[src/rtl/mult_datapath.sv]
// Shift-and-add multiplier datapath driven by an external sequencer.
// Ports: Clk, Rst_n, Load/Ad/Sh controls, Mplier/Mcand operands -> M, K, Product.
module mult_datapath #(
    parameter int WIDTH = 8
) (
    input  logic               Clk,
    input  logic               Rst_n,
    input  logic               Load,
    input  logic               Ad,
    input  logic               Sh,
    input  logic [WIDTH-1:0]   Mplier,
    input  logic [WIDTH-1:0]   Mcand,
    output logic               M,
    output logic               K,
    output logic [2*WIDTH-1:0] Product
);

    localparam int CW = (WIDTH > 1) ? $clog2(WIDTH) : 1;
    localparam logic [CW-1:0] CNT_LAST = CW'(WIDTH - 1);

    logic [2*WIDTH:0] r_acc;
    logic [WIDTH-1:0] r_mc;
    logic [CW-1:0]    r_cnt;

    logic [WIDTH:0]   w_sum;
    logic [2*WIDTH:0] w_add;
    logic [2*WIDTH:0] w_pre;
    logic [CW-1:0]    w_cnt_nxt;

    // Upper half plus multiplicand; the extra bit lands in the carry
    // position so max*max never loses a bit.
    assign w_sum = {1'b0, r_acc[2*WIDTH-1:WIDTH]} + {1'b0, r_mc};
    assign w_add = {w_sum, r_acc[WIDTH-1:0]};

    // Ad+Sh in one cycle shifts the freshly added value.
    assign w_pre = Ad ? w_add : r_acc;

    assign w_cnt_nxt = (r_cnt == CNT_LAST) ? '0 : r_cnt + 1'b1;

    always_ff @(posedge Clk or negedge Rst_n) begin
        if (!Rst_n) begin
            r_acc <= '0;
            r_mc  <= '0;
            r_cnt <= '0;
        end else if (Load) begin
            r_acc <= {{(WIDTH + 1){1'b0}}, Mplier};
            r_mc  <= Mcand;
            r_cnt <= '0;
        end else if (Sh) begin
            r_acc <= {1'b0, w_pre[2*WIDTH:1]};
            r_cnt <= w_cnt_nxt;
        end else if (Ad) begin
            r_acc <= w_add;
        end
    end

    assign M       = r_acc[0];
    assign K       = (r_cnt == CNT_LAST);
    assign Product = r_acc[2*WIDTH-1:0];

endmodule

[config.mk]
export PLATFORM = sky130hd
export DESIGN_NAME = mult_datapath
export DESIGN_NICKNAME = d
export VERILOG_FILES = /design/src/rtl/mult_datapath.sv
export SDC_FILE = /design/constraint.sdc
export NUM_CORES = 1
export LEC_CHECK = 0
export BUFFER_PORTS_ARGS = -buffer_cell sky130_fd_sc_hd__buf_2
export CORE_MARGIN = 1
export CORE_UTILIZATION = 54
export DETAILED_ROUTE_END_ITERATION = 6
export GPL_TIMING_DRIVEN = 0
export PLACE_DENSITY_LB_ADDON = 0.1
export RECOVER_POWER = 50
export SLEW_MARGIN = 25
export SYNTH_ARGS = -nofsm -noshare
export SYNTH_HDL_FRONTEND = slang
export SYNTH_SLANG_ARGS = --single-unit
[constraint.sdc]
create_clock -name Clk -period 3 [get_ports Clk]
set_clock_uncertainty 0.2 [all_clocks]
set_input_delay 0.45 -clock Clk [delete_from_list [all_inputs] [get_ports Clk]]
set_output_delay 0.45 -clock Clk [all_outputs]
set_load 0.05 [all_outputs]
## Word-level counts from Yosys, hierarchy flattened

Index checks and enable logic that the tools add are counted.

- Bits in registers: 28
- Latch bits: 0
- Memory bits (writable): 0
- Bits in read-only memories: 0
- Bits of input ports: 21
- Memories: 0

- Add/sub/neg operators: 2
- Multipliers: 0
- Div/mod/pow operators: 0
- $lt $le $gt $ge: 0
- Equality and inequality tests: 1
- Shifts and indexed selects: 0
- Muxes and demuxes: 6
- Bitwise logic cells: 0
- Reduce and logical (&&, ||, !) cells: 1

Operator list:

| operator | number |
|---|---|
| 17-bit two-way mux | 3 |
| 8-bit by 8-bit adder with 9-bit output | 1 |
| 3-bit two-way mux | 3 |
| 3-bit by 1-bit adder with 3-bit output (second input constant) | 1 |
| 3-bit equality test (second input constant) | 1 |
| 2-bit nonzero test | 1 |

## Depth between registers and ports, before layout

- Depth after elaboration: 4
- Gate-level depth with buffers: 8
- Gate-level depth less buffers: 8

## Worst setup path after synthesis

Ideal clock, no wire load.

- Path kind: register to register
- Start point: register r_acc[8]
- End point: register r_acc[13]
- Setup time: 0.139 ns
- Arrival time: 1.745 ns
- Data required time: 2.661 ns
- Path slack: 0.916 ns
- Cell stages (with the launch flop): 9
- Buffers on the path: 0
- Cell sequence: dfrtp_1 ha_1 inv_1 fa_1 nor2b_1 o31a_1 nor4_1 o311ai_0 o31ai_1

- Word-level cells in the longest chain between the ends: 4

RTL lines:

| item | RTL line | RTL |
|---|---|---|
| start, declared | 21 | `logic [2*WIDTH:0] r_acc;` |
| start signal, assigned | 46 | `r_acc <= {{(WIDTH + 1){1'b0}}, Mplier};` |
| start signal, assigned | 50 | `r_acc <= {1'b0, w_pre[2*WIDTH:1]};` |
| start signal, assigned | 53 | `r_acc <= w_add;` |
| 8-bit by 8-bit adder with 9-bit output | 32 | `assign w_sum = {1'b0, r_acc[2*WIDTH-1:WIDTH]} + {1'b0, r_mc};` |
| 17-bit two-way mux | 52 | `end else if (Ad) begin` |
| 17-bit two-way mux | 49 | `end else if (Sh) begin` |
| 17-bit two-way mux | 45 | `end else if (Load) begin` |

Every way passes these cells. The select of a mux whose other input is x is not followed.
A chain may end at the register's enable or synchronous reset.

## Final worst setup path

Same ends and word-level chain as after synthesis.

==> results.json <==
{
  "fp-row-count": 20,
  "syn_nets": 216,
  "synth_area_leader_cell": "dfrtp_1",
  "clock_sink_count": 28,
  "synth-seq-area-share_pct": 39.1,
  "timing.critical_path.to_type": "flip-flop",
  "clock-root-buffer": "clkbuf_4",
  "max_cap_viol_count": 0,
  "grt_usage_pct": 24.9,
  "routed_via_density": 5.47,
  "finalSetupTns_ns": 0,
  "syn_area_per_cell_um2": 9.75,
  "critical_path_arrival_ns": 2.37,
  "layout-drive-gt1-share_pct": 31.7,
  "timing.final.hold_violations": 0,
  "power.combinational.fraction_pct": 42.1,
  "synthesis.yosys.warnings": 0,
  "insertedDiodeCount": 0,
  "antenna_found_initial": 0,
  "synth_cells": 184,
  "place_congestion": 0.859,
  "worst_hold_slack_ns": 0.114,
  "status": "complete, no violations",
  "start_util_pct": 57.8,
  "clock_insertion_delay_worst_skew_ns": 0.33,
  "route.final.wire_length_um": 3750,
  "synth.area.top_cells": "dfrtp_1, buf_4, ha_1",
  "synth_edf_count": 0,
  "required_time_at_the_worst_slack_endpoint_ns": 3.01,
  "power.static_leakage_nw": 1.03,
  "ys_async_sr_fraction_pct": 100,
  "fin_area_um2": 2060,
  "fin_crit_ns": 2.35,
  "port_buffers": 36,
  "setup.worst_path.class": "flip-flop to flip-flop",
  "cp_max_fo": 4,
  "grt_start_max_net_pins": 29,
  "die_height_um": 59.6,
  "vias_after_detailed_routing": 1465,
  "fmax_mhz": 425,
  "unrepaired_setup_endpoints_after_global_routing": "false",
  "p_per_area_nw_per_um2": 505,
  "max_slew.worst_pin.slew_ns": 1.48,
  "netSwitchingFraction_pct": 38.8,
  "wire_per_inst_um": 14.0,
  "switchingPower_uw": 403,
  "flow.area_growth_from_synthesis_pct": 14.6,
  "vias_in_the_first_global_route": 1452,
  "die_area_um2": 3560,
  "dp.final_hpwl_um": 2910,
  "tritoncts.num_buffers": 3,
  "post_synth_most_frequent_cells": "dfrtp_1, buf_4, o21ai_0",
  "synth_flop_cell": "dfrtp_1",
  "maxSlewHeadroom_pct": 1.16,
  "cts_max_level": 1,
  "grt_overflow": 0,
  "ctsLongestPathBuffers": 2,
  "vdd_drop_max_mv": 0.296,
  "yosysTopAreaCellShare_pct": 39.1,
  "setup.worst_path.start_class": "flip-flop",
  "sequentialPowerShare_pct": 42.8,
  "io_pins": 39,
  "holdCritPathClass": "primary input to flip-flop",
  "post_cts_setup_buffer_count": 0,
  "chipWidth_um": 59.6,
  "grt_pass1_wl_um": 6510,
  "cts_resized": 0,
  "drc": 0,
  "antenna_violating_nets_post_route": 0,
  "synth_area_um2": 1790,
  "placed_area_um2": 2030,
  "detailedRoute.firstIterationViolations": 73,
  "finalNetCount": 258,
  "p_int_uw": 635,
  "synthMostInstantiatedCell": "dfrtp_1",
  "drtPass1Iterations": 4,
  "synthesized_flop_and_latch_total": 28,
  "worst_setup_hold_path_clk_slew_ns": 0.14,
  "timing_max_transition_violations_final": 0,
  "synth.lib_cells_used.distinct": 33,
  "setup_viol": 0,
  "power.clock.fraction_pct": 15.0,
  "timing.final.crit_share_pct": 78.5,
  "coreArea_um2": 3100,
  "cts_tree": "done"
}
## repair_timing
action | CTS | global route
hold endpoints to repair | 28 | 0
setup endpoints to repair | 0 | 0
hold buffers | 1 | 0
## sequential cells by signal (all words and copies together) (netlist names)
name,cells
r_acc,17
r_cnt,3
r_mc,8
## path summary, 6_finish.rpt
path | from | endpoint | slack, ns | cells past startpoint
max in group asynchronous | Rst_n | r_mc[5] | 0.96 | 2
min in group asynchronous | Rst_n | r_cnt[2] | 0.79 | 2
worst min-delay path | Mplier[2] | r_acc[2] | 0.11 | 3
worst max register to register | r_acc[8] | r_acc[13] | 0.65 | 8
worst min register to register | r_mc[6] | r_mc[6] | 0.33 | 1
worst max-delay path | r_acc[8] | r_acc[13] | 0.65 | 8
## routing by layer
layer	routed length, um	global-route usage [%]
met3	166	2.40
met4	76	10.6
met1	1620	33.1
met2	1890	41.3
met5	0	0
## power groups by stage
| stage | clock (mW) | sequential, mW | combinational (mW) |
|---|---|---|---|
| after global routing | 0.172 | 0.450 | 0.483 |
| final | 0.156 | 0.445 | 0.437 |
| after detailed placement | 0 | 0.452 | 0.438 |
| after global placement | 0 | 0.451 | 0.423 |
| after CTS | 0.158 | 0.445 | 0.439 |
| after floorplan | 0 | 0.449 | 0.342 |
## cell type report
class	count	area (um2)
fillers	280	1050
multi-input cells	123	867
flip-flops and latches	28	701
plain buffers	26	196
repair buffers	37	189
well taps	44	55.1
inverters	7	26.3
clock buffers	3	22.5
## critical path, cell delays in order, from the launching register on
cell and delay (ns):
dfrtp_1 0.40, ha_1 0.21, inv_1 0.07, fa_1 0.42, nor2b_1 0.17, o31a_1 0.22, nor4_1 0.09, o311ai_0 0.33
o31ai_1 0.13
## metrics by stage
stage	total power [mW]	setup WS (ns)	std cells	utilization (%)
6_report	1.04	0.645	268	66.3
4_1_cts	1.04	0.651	268	66.5
3_5_place_dp	0.890	0.675	264	65.4
3_3_place_gp	0.873	0.746	264	65.4
5_1_grt	1.10	0.511	268	66.3
2_1_floorplan	0.791	0.916	184	-
## layout by cell type, fill, tap and decap left out, types with 2 or more instances in the layout
master	synthesis	final
nand2_1	15	15
nor2b_1	4	4
mux2i_1	11	11
buf_4	19	18
dfrtp_1	28	28
nand3b_1	3	3
mux2_2	8	8
buf_6	4	4
a21oi_1	10	10
o31ai_1	3	3
a21o_1	2	2
nor2_1	14	14
o21ai_0	16	16
ha_1	10	10
clkbuf_4	0	3
a211oi_1	6	6
nor3_1	4	4
buf_2	1	36
nor4_1	2	2
xnor2_1	2	2
inv_1	7	7
o21a_1	2	2
clkbuf_1	2	4
## cell families (layout without fill, tap and decap cells)
family          after synthesis  count (layout)  synth area share (%)
fa+ha+maj                    11              11                  8.09
xor+xnor                      2               2                 0.976
compound gates               47              47                  16.6
flops                        28              28                  39.1
mux                          19              19                  11.2
simple gates                 44              44                  11.5
buf+inv                      33              73                  12.6
(Power assumes the default switching activity.)
